[src/rtl/if_id_stage_pkg.sv]
// Shared constants for the instruction-fetch stage and its IF/ID register.
package if_id_stage_pkg;

    // Datapath word and byte-address widths.
    localparam int WORD_W = 32;
    localparam int ADDR_W = 32;

    // All-zero word is sll $0,$0,0, used as the bubble instruction.
    localparam logic [WORD_W-1:0] NOP_INSTR = 32'h0000_0000;

    // Sequential fetch advances by one word.
    localparam logic [ADDR_W-1:0] PC_STEP = 32'd4;

endpackage

[src/rtl/if_id_stage_imem_rom.sv]
// Word-addressed instruction memory: synchronous write for program load,
// asynchronous read for fetch. Contents are never cleared by reset.
module if_id_stage_imem_rom
    import if_id_stage_pkg::*;
#(
    parameter int WORDS = 64,
    parameter int IDX_W = $clog2(WORDS)
) (
    input  logic              clk,
    input  logic              we_i,
    input  logic [IDX_W-1:0]  waddr_i,
    input  logic [WORD_W-1:0] wdata_i,
    input  logic [IDX_W-1:0]  raddr_i,
    output logic [WORD_W-1:0] rdata_o
);

    logic [WORD_W-1:0] mem_q [WORDS];

    // Program-load write port; the async read below sees the old word until this edge.
    always_ff @(posedge clk) begin
        if (we_i) begin
            mem_q[waddr_i] <= wdata_i;
        end
    end

    assign rdata_o = mem_q[raddr_i];

endmodule

[src/rtl/if_id_stage.sv]
// Fetch stage of the MIPS pipeline: program counter, instruction memory and
// the IF/ID pipeline register with stall, flush and branch/jump redirect.
module if_id_stage
    import if_id_stage_pkg::*;
#(
    parameter int          IMEM_WORDS = 64,
    parameter logic [31:0] RESET_PC   = 32'h0000_0000
) (
    input  logic              clk,
    input  logic              rst,
    input  logic              stall_i,
    input  logic              flush_i,
    input  logic              branch_taken_i,
    input  logic [ADDR_W-1:0] branch_target_i,
    input  logic              imem_we_i,
    input  logic [ADDR_W-1:0] imem_waddr_i,
    input  logic [WORD_W-1:0] imem_wdata_i,
    output logic [ADDR_W-1:0] pc_o,
    output logic [WORD_W-1:0] if_id_instr_o,
    output logic [ADDR_W-1:0] if_id_pc4_o,
    output logic [15:0]       if_id_imm_o,
    output logic              if_id_valid_o,
    output logic [31:0]       fetch_count_o
);

    localparam int IDX = $clog2(IMEM_WORDS);

    logic [ADDR_W-1:0] pc_q,    pc_d;
    logic [WORD_W-1:0] instr_q, instr_d;
    logic [ADDR_W-1:0] pc4_q,   pc4_d;
    logic [15:0]       imm_q,   imm_d;
    logic              valid_q, valid_d;
    logic [31:0]       count_q, count_d;

    logic [WORD_W-1:0] fetch_word;
    logic [ADDR_W-1:0] pc_plus4;

    // Byte-offset and above-depth address bits play no part in indexing.
    logic unused_waddr_bits;
    assign unused_waddr_bits = ^{imem_waddr_i[ADDR_W-1:IDX+2], imem_waddr_i[1:0]};

    if_id_stage_imem_rom #(
        .WORDS (IMEM_WORDS),
        .IDX_W (IDX)
    ) u_imem (
        .clk     (clk),
        .we_i    (imem_we_i),
        .waddr_i (imem_waddr_i[IDX+1:2]),
        .wdata_i (imem_wdata_i),
        .raddr_i (pc_q[IDX+1:2]),
        .rdata_o (fetch_word)
    );

    assign pc_plus4 = pc_q + PC_STEP;

    // Next PC and IF/ID contents: redirect beats stall, flush/redirect beats stall for IF/ID.
    always_comb begin
        pc_d    = pc_q;
        instr_d = instr_q;
        pc4_d   = pc4_q;
        imm_d   = imm_q;
        valid_d = valid_q;
        count_d = count_q;

        if (branch_taken_i) begin
            pc_d = branch_target_i;
        end else if (!stall_i) begin
            pc_d = pc_plus4;
        end

        if (branch_taken_i || flush_i) begin
            instr_d = NOP_INSTR;
            pc4_d   = '0;
            imm_d   = '0;
            valid_d = 1'b0;
        end else if (!stall_i) begin
            instr_d = fetch_word;
            pc4_d   = pc_plus4;
            imm_d   = fetch_word[15:0];
            valid_d = 1'b1;
            count_d = count_q + 32'd1;
        end
    end

    // PC and IF/ID state registers; reset clears them without waiting for a clock.
    always_ff @(posedge clk or posedge rst) begin
        if (rst) begin
            pc_q    <= RESET_PC;
            instr_q <= NOP_INSTR;
            pc4_q   <= '0;
            imm_q   <= '0;
            valid_q <= 1'b0;
            count_q <= '0;
        end else begin
            pc_q    <= pc_d;
            instr_q <= instr_d;
            pc4_q   <= pc4_d;
            imm_q   <= imm_d;
            valid_q <= valid_d;
            count_q <= count_d;
        end
    end

    assign pc_o          = pc_q;
    assign if_id_instr_o = instr_q;
    assign if_id_pc4_o   = pc4_q;
    assign if_id_imm_o   = imm_q;
    assign if_id_valid_o = valid_q;
    assign fetch_count_o = count_q;

endmodule

[config.mk]
export PLATFORM = sky130hd
export DESIGN_NAME = if_id_stage
export DESIGN_NICKNAME = d
export VERILOG_FILES = /design/src/rtl/if_id_stage_pkg.sv /design/src/rtl/if_id_stage_imem_rom.sv /design/src/rtl/if_id_stage.sv
export SDC_FILE = /design/constraint.sdc
export NUM_CORES = 2
export LEC_CHECK = 0
export ABC_CLOCK_PERIOD_IN_PS = 4300
export CORE_MARGIN = 2
export CORE_UTILIZATION = 25
export CTS_CLUSTER_SIZE = 24
export DETAILED_ROUTE_END_ITERATION = 8
export HOLD_SLACK_MARGIN = 0.06
export SYNTH_ARGS = -nofsm -noshare
export SYNTH_HDL_FRONTEND = slang
export SYNTH_SLANG_ARGS = --single-unit
[constraint.sdc]
create_clock -name clk -period 4.3 [get_ports clk]
set_input_delay 0.86 -clock clk [delete_from_list [all_inputs] [get_ports clk]]
set_output_delay 0.86 -clock clk [all_outputs]
set_load 0.1 [all_outputs]
== After elaboration in Yosys (flattened, before gate mapping) ==
Memory sizes are Yosys's and may differ from the RTL's.
Cells that the tools add are included.
Widths: inputs -> output; s select.

* Flip-flop bits (word level): 145
* RAM bits: 2048
* Output and inout port bits: 145
* Logic and storage cells: 26
* Memories: 1

* Add/subtract/negate cells: 2
* Eq/ne operators: 2
* Muxes and demuxes: 11
* Bitwise operators: 2
* Reduce and logical (&&, ||, !) cells: 2

{| class="wikitable"
|+ Memories
! name !! depth !! width !! read ports !! clocked after Yosys merged registers in !! write ports !! line !! RTL
|-
| u_imem.mem_q || 64 || 32 || 1 || 0 || 1 || if_id_stage_imem_rom.sv:17 || <nowiki>logic [WORD_W-1:0] mem_q [WORDS];</nowiki>
|}

{| class="wikitable"
|+ Operator list
! operator !! number
|-
| $mux 32 || 5
|-
| $add 32x1->32 const B || 1
|-
| $add 32x3->32 const B || 1
|-
| $mux 16 || 2
|-
| $mux 1 || 4
|-
| $ne 2x1->1 const B || 2
|-
| $not 1->1 || 2
|-
| $reduce_and 2->1 || 1
|-
| $logic_or 1x1->1 || 1
|}

== Logic depth before layout (Yosys ltp) ==
* Depth after elaboration: 3
* Depth in mapped cells: 10

== Cells and area by module ==
A second synthesis with hierarchy kept.

* Cells, all modules: 3952
* Area total of the unflattened synthesis: 84382.2 um2

{| class="wikitable"
|+ Modules (own cells, without submodules)
! module !! times used !! cells an instance !! area each (um2) !! seq. area each (um2)
|-
| if_id_stage_imem_rom || 1 || 3292 || 77874.7 || 61499.0
|-
| if_id_stage || 1 || 660 || 6507.5 || 3228.1
|}

== Least setup slack after synthesis ==
Ideal clock, no wire load.

* Path type: input port to flip-flop
* Start point: input imem_waddr_i[5]
* End point: memory u_imem.mem_q[48][0] (enable)
* Library setup time: 0.461 ns
* Data arrival time: 3.559 ns
* Setup slack: 0.280 ns
* Stages on the path: 4
* Buffers on the path: 1
* Cells stage by stage: clkbuf_1 nor2b_1 nand4b_1 nor3_1

{| class="wikitable"
|+ RTL lines
! element !! line !! RTL
|-
| from (decl) || if_id_stage.sv:16 || <nowiki>input logic [ADDR_W-1:0] imem_waddr_i,</nowiki>
|-
| to (decl) || if_id_stage_imem_rom.sv:17 ||
|}

No word-level cell before the write port.

== Final worst setup path ==
* Start point: register pc_q[3], in the netlist pc_o[3]
* End point: output pc_o[3]

{| class="wikitable"
|+ RTL lines
! element !! line !! RTL
|-
| from (decl) || if_id_stage.sv:28 || <nowiki>logic [ADDR_W-1:0] pc_q, pc_d;</nowiki>
|-
| from (signal assigned) || if_id_stage.sv:95 || <nowiki>pc_q <= pc_d;</nowiki>
|-
| to (decl) || if_id_stage.sv:18 || <nowiki>output logic [ADDR_W-1:0] pc_o,</nowiki>
|}

No word-level cell between the ends.

==> impl_results.rst <==
.. list-table::
   :header-rows: 1

   * - Metric
     - Value
   * - Result of the run
     - completed
   * - Syn Std Cell Area
     - 84,370 sq um
   * - Width of the die
     - 584.9 microns
   * - Top Ports
     - 247
   * - Share of the core filled with cells
     - roughly 30%
   * - Number of antenna violations at the first check in global routing
     - 21
   * - Fill cell count
     - 32,490
   * - Drt wl/cell
     - 25.04 microns
   * - Data arrival, critical path
     - 2900 ps
   * - Buffer type at the clock tree root
     - sky130_fd_sc_hd__clkbuf_16
   * - Largest area contributor in the synthesized netlist
     - sky130_fd_sc_hd__edfxtp_1
   * - Clock transition at the register clock pins on the worst setup and hold paths after CTS
     - ~70 ps
   * - Number of levels the H-tree was split into
     - 4
   * - Starting density of the core
     - 25.09%
   * - Synth cell types
     - between 60 and 70
   * - DRC violation total after the first TritonRoute iteration
     - 4,694
   * - Die Footprint
     - 342,100 sq um
   * - Number of routed nets with antenna violations
     - 0
   * - Crit path time final
     - 3758 ps
   * - Die Ht
     - slightly below 600 microns
   * - Count of final setup violators
     - 0
   * - Sequential area share after synthesis
     - 76.72%
   * - Clock network power share
     - 39.0%
   * - Area share of the largest cell type after synthesis
     - between 70% and 80%
   * - Predominant post-synthesis flop cell
     - sky130_fd_sc_hd__edfxtp_1
   * - Register bit total from synthesis
     - 2,177
   * - Post-Route Skew
     - ~44 ps
   * - Cell family with most CP delay
     - buffers and inverters
   * - Slew of the pin with the lowest slew margin
     - 1316 ps
   * - Via Count
     - 41,300
   * - Ratio of routed vias to standard cells
     - ~4.6
   * - Buffers plus inverters on the worst setup path
     - 1
   * - Logic gate share of total power
     - 10.7%
   * - CP Cell Sequence
     - clkdlybuf4s50_1
   * - Net Switching
     - ~11,000 uW
   * - Placeable core region
     - 336,300 sq um
   * - Buffers inserted by post-CTS timing repair
     - 0
   * - Largest net degree at the start of global routing
     - 81
   * - WHS
     - 350.2 ps
   * - Part of the power in registers
     - between 50% and 60%
   * - Ratio of final minimum period to clock period
     - 87.39%
   * - Yosys Warn Count
     - 0
   * - Hold bufs inserted after CTS
     - 0
   * - Synthesized net count
     - 3,982
   * - VDD IR-drop max
     - around 0.48 mV
   * - Internal power
     - 35,830 uW
   * - Commonest non-fill, non-tap cells in the layout
     - sky130_fd_sc_hd__edfxtp_1 (2,048), sky130_fd_sc_hd__mux4_2 (529), sky130_fd_sc_hd__clkbuf_16 (213), sky130_fd_sc_hd__clkdlybuf4s50_1 (183), sky130_fd_sc_hd__mux2i_1 (170)
   * - Layout cells sized above 1
     - 26.53%
   * - Achievable clock frequency
     - ~0.27 GHz
   * - Leakage power figure
     - 0.03110 uW
   * - Synthesized instance count
     - 3,878
   * - Most common cell after layout, fill and taps aside
     - sky130_fd_sc_hd__edfxtp_1
   * - Hold crit path type
     - input pin to asynchronous set/reset pin
   * - Global placement routability congestion
     - 0.8338
   * - Global-route congestion overflow total
     - 0
   * - Max Fanout on Critical Path
     - 27
   * - Hold Fails Final Rpt
     - 0
   * - Sum Neg Setup Slack
     - 0 ps
   * - Number of cell rows
     - 213
   * - Slowest stage cell, crit path
     - sky130_fd_sc_hd__clkdlybuf4s50_1
   * - Via count of the first global-routing pass
     - 42,150
   * - GRT Resource Usage Total
     - 12.91%
   * - First-pass GRT wire length
     - 316.7 mm
   * - Detailed Route WL
     - around 220 mm
   * - Clock network latency to the later pin of the worst-skew pair
     - between 800 and 900 ps
   * - Number of CTS-inserted buffers
     - about 210
   * - Area growth, synth to finish
     - 18.99%
   * - Clock sink total
     - around 2,200
   * - Critical path data required time
     - approximately 3400 ps
   * - Number of synthesized flops with an enable pin
     - 2,048
   * - Critical path type
     - register to output pin
   * - CTS tree
     - yes
   * - Count of max-cap constraint violations
     - 0
   * - PostCTS Resize Cnt
     - 0
   * - Critical Path Sink Type
     - output pin
   * - Number of nets at the end of the flow
     - 4,374
   * - Estimated wirelength of the detail-placed design
     - 131.5 mm
   * - Setup crit start kind
     - register
   * - Relative slew slack
     - approximately an eighth
   * - Number of detailed-routing iterations run before antenna repair
     - 6
   * - Final count of pins violating max slew
     - 0
   * - Remaining DRCs
     - 0
   * - RSZ-0062 raised after global routing
     - false
   * - Crit-path max cell delay
     - approximately 1300 ps
   * - Clock Path Buffers
     - 3
   * - Fraction of power spent switching nets
     - 23.64%
   * - Cells taking the most area after synthesis
     - sky130_fd_sc_hd__edfxtp_1 (73%), sky130_fd_sc_hd__mux4_2 (14%), sky130_fd_sc_hd__dfrtp_1 (3.8%)
   * - Power Dens Cells
     - ~470 nW/um^2
   * - Mean instance size in the synthesized netlist
     - 21.76 sq um
   * - Port buffer count
     - 220
   * - Ys async rst share
     - 5.926%
## cell type report
cell class	count	area (sq um)	share of cell area, %
timing repair buffer	418	4249	4.233
clock inverter	122	1204	1.199
multi-input combinational	1454	18910	18.83
antenna	6	15.01	0.01496
sequential	2177	64740	64.49
tap	4515	5649	5.627
clock buffer	265	5575	5.554
inverter	11	45.04	0.04487
## worst paths after layout
| check | end | slack, ps | start | cells after the start |
|---|---|---|---|---|
| min in group clk | u_imem.mem_q[19][30]$_DFFE_PP_ | 370 | imem_wdata_i[30] | 1 |
| max in group asynchronous | if_id_instr_o[7]$_DFFE_PP0P_ | 3060 | rst | 3 |
| worst min-delay path | pc_o[20]$_DFFE_PP0N_ | 350 | rst | 2 |
| worst min register to register | fetch_count_o[31]$_DFFE_PP0P_ | 480 | fetch_count_o[31]$_DFFE_PP0P_ | 1 |
| worst max register to register | if_id_instr_o[2]$_DFFE_PP0P_ | 980 | pc_o[5]$_DFFE_PP0N_ | 7 |
| worst max-delay path | pc_o[3] | 540 | pc_o[3]$_DFFE_PP0N_ | 1 |
## metrics by stage
stage	setup slack (ps)	cells	total power, uW	instance area (sq um)
after floorplan	280.2	3878	27260	84370
after global placement	775.3	8575	29060	93590
after detailed placement	761.6	8575	29120	93590
after CTS	450.2	8962	47300	100400
after global routing	431.9	8964	48350	100400
final	542.2	8968	46930	100400
## worst register-to-register path, stage by stage (launching register included)
cell and delay [ps]:
sky130_fd_sc_hd__dfrtp_4 730, sky130_fd_sc_hd__buf_4 430, sky130_fd_sc_hd__and2_1 610, sky130_fd_sc_hd__buf_4 350, sky130_fd_sc_hd__a221oi_1 120, sky130_fd_sc_hd__o21ai_0 250
sky130_fd_sc_hd__nand3_1 550, sky130_fd_sc_hd__nand2_1 210
## registers in the layout (all words and copies together) (netlist names)
register / flops
if_id_pc4_o: 32
pc_o: 32
fetch_count_o: 32
if_id_valid_o: 1
u_imem.mem_q: 2048
if_id_instr_o: 32
## cells in the mapped netlist, types with 33 or more instances
| library cell | n |
|---|---|
| sky130_fd_sc_hd__nand3_1 | 41 |
| sky130_fd_sc_hd__a22oi_1 | 42 |
| sky130_fd_sc_hd__mux4_2 | 529 |
| sky130_fd_sc_hd__o21ai_0 | 36 |
| sky130_fd_sc_hd__edfxtp_1 | 2048 |
| sky130_fd_sc_hd__buf_1 | 45 |
| sky130_fd_sc_hd__mux2i_1 | 170 |
| sky130_fd_sc_hd__clkbuf_1 | 80 |
| sky130_fd_sc_hd__dfrtp_1 | 129 |
| sky130_fd_sc_hd__xnor2_1 | 57 |
| sky130_fd_sc_hd__buf_2 | 66 |
| sky130_fd_sc_hd__nand2_1 | 120 |
| sky130_fd_sc_hd__nor2_1 | 106 |
| sky130_fd_sc_hd__o22ai_1 | 33 |
## logic make-up (layout without fill, tap and decap cells)
logic type | Yosys count | after routing | synth area share, %
adders and majority gates | 2 | 2 | 0.02966
muxes | 728 | 728 | 16.53
AOI/OAI and AO/OA | 241 | 241 | 2.147
and+or+nand+nor | 402 | 402 | 2.275
other | 0 | 6 | 0
xor gates and xnor gates | 81 | 81 | 0.8409
buffers and inverters | 247 | 816 | 1.464
DFF | 2177 | 2177 | 76.72
## per-layer routing
metal  vias to the layer above  part of all wire [%]  track usage, %
met3                       330                   6.8           2.272
met1                     22360                    41           16.98
li1                      17030                     -               -
met4                         4                   4.2           5.247
met5                         -                0.0080               0
met2                      1577                    48           21.10
## power groups by stage
stage	registers [uW]	clock network [uW]	logic (uW)
floorplan	24600	0	2670
global placement	24100	0	4990
detailed placement	24100	0	5030
CTS	23600	18600	5040
global route	23600	19400	5260
finish	23600	18300	5000
(Power assumes the default switching activity.)
